--- config.mk ---
export PLATFORM = sky130hd
export DESIGN_NAME = viterbi_codec_flat
export DESIGN_NICKNAME = d
export VERILOG_FILES = /design/src/rtl/viterbi_codec_if.sv /design/src/rtl/viterbi_codec.sv /design/src/flat_wrapper.sv
export SDC_FILE = /design/constraint.sdc
export NUM_CORES = 1
export LEC_CHECK = 0
export BUFFER_PORTS_ARGS = -buffer_cell sky130_fd_sc_hd__buf_2
export CORE_MARGIN = 1
export CORE_UTILIZATION = 55
export CTS_BUF_LIST = sky130_fd_sc_hd__clkbuf_4 sky130_fd_sc_hd__clkbuf_8
export CTS_CLUSTER_DIAMETER = 120
export DETAILED_ROUTE_END_ITERATION = 16
export GPL_TIMING_DRIVEN = 1
export PLACE_DENSITY = 0.72
export SYNTH_ARGS = -nofsm -noshare
export SYNTH_HDL_FRONTEND = slang
export SYNTH_SLANG_ARGS = --single-unit
--- constraint.sdc ---
create_clock -name clk -period 46.9 [get_ports clk]
set_clock_uncertainty 0.05 [all_clocks]
set_input_delay 4.69 -clock clk [delete_from_list [all_inputs] [get_ports clk]]
set_output_delay 4.69 -clock clk [all_outputs]
set_load 0.05 [all_outputs]
--- src/rtl/viterbi_codec_if.sv ---
// rtl/viterbi_codec_if.sv - encoder/decoder stream signals for viterbi_codec
interface viterbi_codec_if;
    logic       enc_enable_i;
    logic       enc_d_i;
    logic       enc_valid_o;
    logic [1:0] enc_d_o;
    logic       dec_enable_i;
    logic [1:0] dec_d_i;
    logic       dec_valid_o;
    logic       dec_d_o;

    modport master (
        output enc_enable_i, enc_d_i, dec_enable_i, dec_d_i,
        input  enc_valid_o, enc_d_o, dec_valid_o, dec_d_o
    );

    modport slave (
        input  enc_enable_i, enc_d_i, dec_enable_i, dec_d_i,
        output enc_valid_o, enc_d_o, dec_valid_o, dec_d_o
    );
endinterface

--- src/rtl/viterbi_codec.sv ---
// rtl/viterbi_codec.sv - rate-1/2 K=4 convolutional encoder and register-exchange Viterbi decoder
module viterbi_codec #(
    parameter int TB_DEPTH = 32,
    parameter int PM_W     = 8
) (
    input  logic            clk,
    input  logic            rst,
    viterbi_codec_if.slave  bus
);
    localparam int              CW     = PM_W + 2;
    localparam int              CNT_W  = $clog2(TB_DEPTH + 1);
    localparam logic [CW-1:0]   PM_MAX = CW'((1 << PM_W) - 1);

    function automatic logic [1:0] f_sym(input logic b, input logic [2:0] s);
        return {b ^ s[2] ^ s[1] ^ s[0], b ^ s[2] ^ s[0]};
    endfunction

    function automatic logic [1:0] f_bm(input logic [1:0] a, input logic [1:0] e);
        logic [1:0] x;
        x = a ^ e;
        return {1'b0, x[1]} + {1'b0, x[0]};
    endfunction

    logic [2:0] r_enc_s;
    logic       r_enc_valid;
    logic [1:0] r_enc_d;

    always_ff @(posedge clk or posedge rst) begin
        if (rst) begin
            r_enc_s     <= '0;
            r_enc_valid <= 1'b0;
            r_enc_d     <= '0;
        end else begin
            r_enc_valid <= bus.enc_enable_i;
            if (bus.enc_enable_i) begin
                r_enc_d <= f_sym(bus.enc_d_i, r_enc_s);
                r_enc_s <= {bus.enc_d_i, r_enc_s[2:1]};
            end
        end
    end

    assign bus.enc_valid_o = r_enc_valid;
    assign bus.enc_d_o     = r_enc_d;

    // Stored survivors omit the oldest bit; it only ever feeds dec_d_o.
    logic [PM_W-1:0]     r_pm   [8];
    logic [TB_DEPTH-2:0] r_path [8];
    logic [CNT_W-1:0]    r_cnt;
    logic                r_dec_valid;
    logic                r_dec_d;

    logic [CW-1:0]       w_cand0 [8];
    logic [CW-1:0]       w_cand1 [8];
    logic [CW-1:0]       w_sel   [8];
    logic [PM_W-1:0]     w_pm_new   [8];
    logic [TB_DEPTH-2:0] w_path_new [8];
    logic [2:0]          w_psel  [8];
    logic [CW-1:0]       w_min;
    logic [CW-1:0]       w_norm;
    logic [2:0]          w_best;

    always_comb begin
        w_min  = '0;
        w_best = '0;
        w_norm = '0;
        for (int n = 0; n < 8; n++) begin
            w_cand0[n] = CW'(r_pm[{n[1:0], 1'b0}])
                       + CW'(f_bm(bus.dec_d_i, f_sym(n[2], {n[1:0], 1'b0})));
            w_cand1[n] = CW'(r_pm[{n[1:0], 1'b1}])
                       + CW'(f_bm(bus.dec_d_i, f_sym(n[2], {n[1:0], 1'b1})));
            w_psel[n]  = {n[1:0], (w_cand1[n] < w_cand0[n])};
            w_sel[n]   = (w_cand1[n] < w_cand0[n]) ? w_cand1[n] : w_cand0[n];
            w_path_new[n] = {r_path[w_psel[n]][TB_DEPTH-3:0], n[2]};
        end
        w_min = w_sel[0];
        for (int n = 1; n < 8; n++) begin
            if (w_sel[n] < w_min) begin
                w_min  = w_sel[n];
                w_best = 3'(n);
            end
        end
        for (int n = 0; n < 8; n++) begin
            w_norm      = w_sel[n] - w_min;
            w_pm_new[n] = (w_norm > PM_MAX) ? PM_MAX[PM_W-1:0] : w_norm[PM_W-1:0];
        end
    end

    always_ff @(posedge clk or posedge rst) begin
        if (rst) begin
            for (int n = 0; n < 8; n++) begin
                r_pm[n]   <= (n == 0) ? '0 : PM_W'(16);
                r_path[n] <= '0;
            end
            r_cnt       <= '0;
            r_dec_valid <= 1'b0;
            r_dec_d     <= 1'b0;
        end else begin
            r_dec_valid <= bus.dec_enable_i && (r_cnt >= CNT_W'(TB_DEPTH - 1));
            if (bus.dec_enable_i) begin
                for (int n = 0; n < 8; n++) begin
                    r_pm[n]   <= w_pm_new[n];
                    r_path[n] <= w_path_new[n];
                end
                r_dec_d <= r_path[w_psel[w_best]][TB_DEPTH-2];
                if (r_cnt != CNT_W'(TB_DEPTH))
                    r_cnt <= r_cnt + 1'b1;
            end
        end
    end

    assign bus.dec_valid_o = r_dec_valid;
    assign bus.dec_d_o     = r_dec_d;
endmodule

--- src/flat_wrapper.sv ---
// flat-port wrapper written by rule: the top's interface ports become plain ports
module viterbi_codec_flat 
#(
    parameter int TB_DEPTH = 32,
    parameter int PM_W     = 8
)
  (clk, rst, bus_enc_enable_i, bus_enc_d_i, bus_dec_enable_i, bus_dec_d_i, bus_enc_valid_o, bus_enc_d_o, bus_dec_valid_o, bus_dec_d_o);
  viterbi_codec_if bus_i ();
  input  logic clk;
  input  logic rst;
  input wire logic [$bits(bus_i.enc_enable_i)-1:0] bus_enc_enable_i;
  input wire logic [$bits(bus_i.enc_d_i)-1:0] bus_enc_d_i;
  input wire logic [$bits(bus_i.dec_enable_i)-1:0] bus_dec_enable_i;
  input wire logic [$bits(bus_i.dec_d_i)-1:0] bus_dec_d_i;
  output wire logic [$bits(bus_i.enc_valid_o)-1:0] bus_enc_valid_o;
  output wire logic [$bits(bus_i.enc_d_o)-1:0] bus_enc_d_o;
  output wire logic [$bits(bus_i.dec_valid_o)-1:0] bus_dec_valid_o;
  output wire logic [$bits(bus_i.dec_d_o)-1:0] bus_dec_d_o;
  assign bus_i.enc_enable_i = bus_enc_enable_i;
  assign bus_i.enc_d_i = bus_enc_d_i;
  assign bus_i.dec_enable_i = bus_dec_enable_i;
  assign bus_i.dec_d_i = bus_dec_d_i;
  assign bus_enc_valid_o = bus_i.enc_valid_o;
  assign bus_enc_d_o = bus_i.enc_d_o;
  assign bus_dec_valid_o = bus_i.dec_valid_o;
  assign bus_dec_d_o = bus_i.dec_d_o;
  viterbi_codec #(.TB_DEPTH(TB_DEPTH), .PM_W(PM_W)) u_core (.clk(clk), .rst(rst), .bus(bus_i));
endmodule
==> results of run 1 <==
critical path, delay by kind of cell:
kind / cells / cell delay, ps
AO/OA/AOI/OAI: 40 / 9930
XOR/XNOR: 1 / 350
adder cells (fa/ha/maj): 13 / 3510
buffers and inverters: 13 / 2000
multiplexers: 5 / 2070
AND/OR/NAND/NOR: 18 / 5250
metrics by stage:
step | hold WS [ps] | setup slack (ps)
6_report | 451 | 19410
3_3_place_gp | 407 | 19770
5_1_grt | 464 | 18000
4_1_cts | 448 | 19850
2_1_floorplan | 387 | 22870
3_5_place_dp | 422 | 19210
final timing paths:
kind                             startpoint                  to  depth (start not counted)
max in group asynchronous               rst     u_core.r_pm[22]                          4
max reg2reg                 u_core.r_pm[41]     u_core.r_pm[54]                         87
min in group asynchronous               rst  u_core.r_path[167]                          2
max                          bus_dec_d_i[1]     u_core.r_pm[54]                         90
min reg2reg                u_core.r_path[0]    u_core.r_path[0]                          1
min                        u_core.r_path[0]    u_core.r_path[0]                          1
layer usage:
layer,vias up,GRT usage
li1,10100,-
met1,10200,0.421
met2,597,0.521
met3,160,0.0501
met4,0,0.145
met5,-,0
final cells by class:
class / instances / share of cell area
Clock buffer: 84 / 0.0400
Multi-Input combinational cell: 2269 / 0.598
Clock inverter: 11 / 0.00550
Tap cell: 592 / 0.0281
Inverter: 134 / 0.0194
Sequential cell: 311 / 0.295
Timing Repair Buffer: 50 / 0.0140
cell usage after synthesis (9+ instances only):
cell	count	area, µm²
a211oi_1	14	105
a21o_1	43	323
a21oi_1	357	1790
a22oi_1	9	67.6
a31oi_1	50	313
and2_1	17	106
and3_1	9	56.3
buf_1	11	41.3
buf_2	23	115
clkbuf_1	110	413
dfrtp_1	304	7610
ha_1	182	2280
inv_1	131	492
maj3_1	9	90.1
mux2_2	26	293
mux2i_1	259	2590
nand2_1	159	597
nand2b_1	25	156
nand3_1	48	240
nand4_1	21	131
nor2_1	428	1610
nor2b_1	28	175
nor3_1	25	125
o211ai_1	18	135
o21a_1	30	225
o21ai_0	88	440
o21ai_1	18	90.1
o31ai_1	12	90.1
xnor2_1	123	1080
xor2_1	69	604
cell families (layout without fill, tap and decap cells):
logic type / after synthesis / count (layout)
buf+inv: 281 / 279
mux: 289 / 289
xor+xnor: 194 / 194
simple gates: 820 / 820
compound gates: 771 / 771
flops: 311 / 311
fa+ha+maj: 195 / 195
sequential cells by signal, indices dropped and copies added, names as in the netlist:
| register | flops |
|---|---|
| u_core.r_cnt | 6 |
| u_core.bus.enc_valid_o | 1 |
| u_core.r_pm | 64 |
| u_core.bus.dec_d_o | 1 |
| u_core.bus.dec_valid_o | 1 |
| u_core.r_path | 233 |
| u_core.r_enc_s | 3 |
| u_core.bus.enc_d_o | 2 |
==> metrics.md, run 1 <==
| Metric | Value |
|---|---|
| Fin util | `0.598` |
| Final setup fails | `0` |
| Synth Cell Area | `24600 µm²` |
| Drt via density | `just over 6` |
| Post-synthesis compound-gate area fraction | `0.200` |
| Max cap viols | `0` |
| DIE AREA | `45500 µm²` |
| Via count | `21100` |
| Largest family of logic cells by synthesized area | `compound AO/OA/AOI/OAI gates` |
| CP Launch Type | `primary input` |
| CP endpoint kind | `register` |
| Post_cts resized | `0` |
| Placer Congestion | `1.01` |
| YS warnings | `0` |
| Antenna Nets Post-Route | `0` |
| Fill count | `3937` |
| Flop-to-flop setup slack | `roughly 24000 ps` |
| Syn Area/Cell | `between 8 and 9 µm²` |
| Slowest stage cell on the critical path | `a41oi_4` |
| Met3 wire length | `about 4100 µm` |
| Most common cell after layout, fill and taps aside | `nor2_1` |
| Most frequent cells in the layout | `427 x nor2_1, 350 x a21oi_1, 304 x dfrtp_1` |
| All-layer global routing usage | `0.320` |
| Crit path top cell by count | `ha_1` |
| First DRT Iteration DRCs | `around 1500` |
| Die width | `213 µm` |
| Uppermost routed layer | `met4` |
| Post-synthesis cell count | `around 2900` |
| First-pass DRT Iterations | `5` |
| Root Driver | `clkbuf_8` |
| Core area | `roughly 44000 µm²` |
| RSZ-0062 raised after global routing | `false` |
| Total CTS buffers | `53` |
| Multiplexer share of the synthesized area | `0.121` |
| Fmax | `0.0364 GHz` |
| Clk slew on worst S/H paths | `70 ps` |
| # hold bufs at CTS | `0` |
| Multi-input gate area | `about 16000 µm²` |
| Register Area | `roughly 7800 µm²` |
| DP Area | `25200 µm²` |
| Synth Net Count | `3050` |
| Synthesized flop and latch total | `311` |
| Adder-Cell Fraction of Synth Area | `0.0982` |
| Placed Cells | `3356` |
| Die Y | `213 µm` |
| DRC Markers | `0` |
| TritonCTS clock tree | `yes` |
| First-pass GRT wire length | `113000 µm` |
| Fin. Hold Viols | `0` |
| Final HPWL DP | `52800 µm` |
| Final WL | `72400 µm` |
| Worst EP required | `47320 ps` |
| Post-Synth XOR/XNOR Area | `0.0698` |
| Tightest Hold Check Type | `register to register` |
| # H-tree levels | `2` |
| Sum Neg Setup Slack | `0 ps` |
| I/O pin count | `12` |
| Register area share after synthesis | `0.317` |
| Initial core utilization | `0.557` |
| Post-synthesis async set-or-reset flop share | `1.00` |
| Post-synth top flop | `dfrtp_1` |
| Setup Buffers After CTS | `0` |
| Largest net degree at the start of global routing | `273` |
| Met1 Routed Length | `roughly 32000 µm` |
| Deepest clock path buffer count | `3` |
| Fin area | `about 26000 µm²` |
| Total congestion overflow | `0` |
| Number of diodes | `0` |
| Met2 Wirelength | `33300 µm` |
| Post-Layout Cell Count | `approximately 3500` |
| Outcome | `complete, no violations` |
| Share of layout cells above drive strength 1 | `0.0913` |
| Clk sinks | `311` |
| CP peak stage delay | `between 700 and 800 ps` |
| Crit Path Category | `primary input to register` |
| Number of synthesized flops with an enable pin | `0` |
| I/O Buffers | `11` |
| Netlist cell types | `between 100 and 150` |
| Worst Max-Slew Pin Slew | `1180 ps` |
| Clock latency on the worst-skew pair | `660 ps` |
| Initial antenna violation count | `0` |
| Slew margin rel. | `0.214` |
| Routed WL per cell | `21.0 µm` |
| Arr. time, crit path | `about 28000 ps` |
| Area delta synth->final | `7.37%` |
| # nets final | `3008` |
| Minimum clock period | `27490 ps` |
| Final Max Tran Viols | `0` |
| Final period utilization | `0.586` |
| Crit path max fanout | `16` |
| Cell row count | `77` |
| Post-Synth Simple-Gate Area | `0.149` |
| Number of global-route vias before repair | `20400` |
Power of run 1 is left out: the tool's default activity adds up to more than one toggle a clock period on the data nets, which glitch-free logic cannot reach.
==> inputs of run 2 (changes only) <==
clock period = 25.8 ns   (was 46.9 ns; I/O delays follow)
==> metrics.md, run 2 (same netlist as run 1, synthesis figures left out) <==
| Metric | Value |
|---|---|
| Outcome | `complete, no violations` |
| TritonCTS clock tree | `yes` |
| Die Y | `213 µm` |
| Number of global-route vias before repair | `20600` |
| Worst Max-Slew Pin Slew | `1310 ps` |
| Final period utilization | `0.949` |
| Final HPWL DP | `52100 µm` |
| Most Used Layer, Global Route | `met2` |
| Die width | `between 200 and 250 µm` |
| Max cap viols | `0` |
| First-pass DRT Iterations | `6` |
| R2R depth | `87` |
| First DRT Iteration DRCs | `1489` |
| CP Launch Type | `primary input` |
| Sum Neg Setup Slack | `0 ps` |
| Initial antenna violation count | `0` |
| Total congestion overflow | `0` |
| DRC Markers | `0` |
| Core area | `between 40000 and 50000 µm²` |
| I/O pin count | `12` |
| Worst EP required | `around 26000 ps` |
| Crit path top cell by count | `ha_1` |
| Arr. time, crit path | `about 25000 ps` |
| Fmax | `0.0408 GHz` |
| Placer Congestion | `1.03` |
| Share of layout cells above drive strength 1 | `0.0910` |
| Minimum clock period | `24490 ps` |
| Fin. Hold Viols | `0` |
| Slowest stage cell on the critical path | `a2111oi_1` |
| RR Endpoint | `u_core.r_pm[54]` |
| Area delta synth->final | `7.48%` |
| Crit path max fanout | `24` |
| Clk sinks | `311` |
| Most common cell after layout, fill and taps aside | `nor2_1` |
| Initial core utilization | `0.557` |
| Clock latency on the worst-skew pair | `680 ps` |
| CP peak stage delay | `approximately 580 ps` |
| Cell row count | `77` |
| # nets final | `around 3000` |
| Antenna Nets Post-Route | `0` |
| # H-tree levels | `2` |
| Root Driver | `clkbuf_8` |
| All-layer global routing usage | `0.319` |
| Regs by FF count | `u_core.r_path (233), u_core.r_pm (64), u_core.r_cnt (6)` |
| Via count | `21200` |
| Met3 Use GR | `0.0434` |
| Cells on Worst Hold Path | `1` |
| Total CTS buffers | `56` |
| Drt via density | `between 6 and 7` |
| Clk slew on worst S/H paths | `60 ps` |
| HP Start | `u_core.r_path[0]` |
| Slew margin rel. | `0.107` |
| RSZ-0062 raised after global routing | `false` |
| M1 GR Usage | `0.418` |
| Max reg flops | `233` |
| Largest Register | `u_core.r_path` |
| Tightest Hold Check Type | `register to register` |
| Final WL | `71200 µm` |
| Most frequent cells in the layout | `427 x nor2_1, 349 x a21oi_1, 304 x dfrtp_1` |
| Fill count | `3938` |
| CP endpoint kind | `register` |
| Crit Path Category | `primary input to register` |
| Largest net degree at the start of global routing | `about 270` |
| I/O Buffers | `11` |
| R2R Path Start | `u_core.r_pm[41]` |
| Final Max Tran Viols | `0` |
| Flop-to-flop setup slack | `3630 ps` |
| Final setup fails | `0` |
| Hold Path Sink | `u_core.r_path[0]` |
| First-pass GRT wire length | `between 100000 and 150000 µm` |
| Deepest clock path buffer count | `3` |
| Global-route met2 utilization | `0.524` |
| Routed WL per cell | `20.6 µm` |
| DIE AREA | `45500 µm²` |
run 2: per-stage QoR:
stage / util / worst slack, ps / instances / hold slack, ps / instance area [µm²]
after floorplan: - / 3880 / 2861 / 387 / 24600
after global placement: 0.570 / 1060 / 3350 / 406 / 25100
after detailed placement: 0.570 / 626 / 3350 / 405 / 25100
after CTS: 0.598 / 1340 / 3448 / 430 / 26400
after global routing: 0.598 / 120 / 3448 / 454 / 26400
final: 0.598 / 1310 / 3449 / 435 / 26400
run 2: area by class of cell:
| class | count | area, µm² | share of cell area |
|---|---|---|---|
| multi-input combinational | 2269 | 15800 | 0.597 |
| sequential | 311 | 7790 | 0.295 |
| clock buffer | 85 | 1050 | 0.0398 |
| tap | 592 | 741 | 0.0281 |
| inverter | 134 | 510 | 0.0193 |
| timing repair buffer | 44 | 325 | 0.0123 |
| clock inverter | 13 | 213 | 0.00806 |
| antenna | 1 | 2.50 | 0.0000948 |
run 2: worst max-delay path by stage:
stage	startpoint	slack, ps	to	cells past startpoint
after floorplan	bus_dec_d_i[0]	3880	u_core.r_pm[7]	96
after global placement	bus_dec_d_i[0]	1060	u_core.r_pm[54]	91
after detailed placement	bus_dec_d_i[0]	630	u_core.r_pm[54]	91
after CTS	bus_dec_d_i[0]	1340	u_core.r_pm[54]	91
after global routing	bus_dec_d_i[0]	120	u_core.r_pm[0]	95
final	bus_dec_d_i[0]	1310	u_core.r_pm[54]	90
run 2: what timing repair did:
| item | in CTS | in global routing |
|---|---|---|
| hold buffers | 0 | 0 |
| resized for setup | 0 | 3 |
| buffers inserted | 0 | 0 |
| setup endpoints to repair | 0 | 36 |
run 2: metal layers:
metal	share of wire	vias up
li1	-	10100
met4	0.046	0
met1	0.43	10200
met5	0	-
met2	0.46	653
met3	0.057	182
run 2: critical path, delay by kind of cell:
kind | cells | cell delay [ps]
xor gates and xnor gates | 1 | 160
adders and majority gates | 13 | 3520
buffers and inverters | 14 | 2250
muxes | 5 | 1950
AOI/OAI and AO/OA | 40 | 9460
and+or+nand+nor | 17 | 5000
Power of run 2 is left out for the same reason.
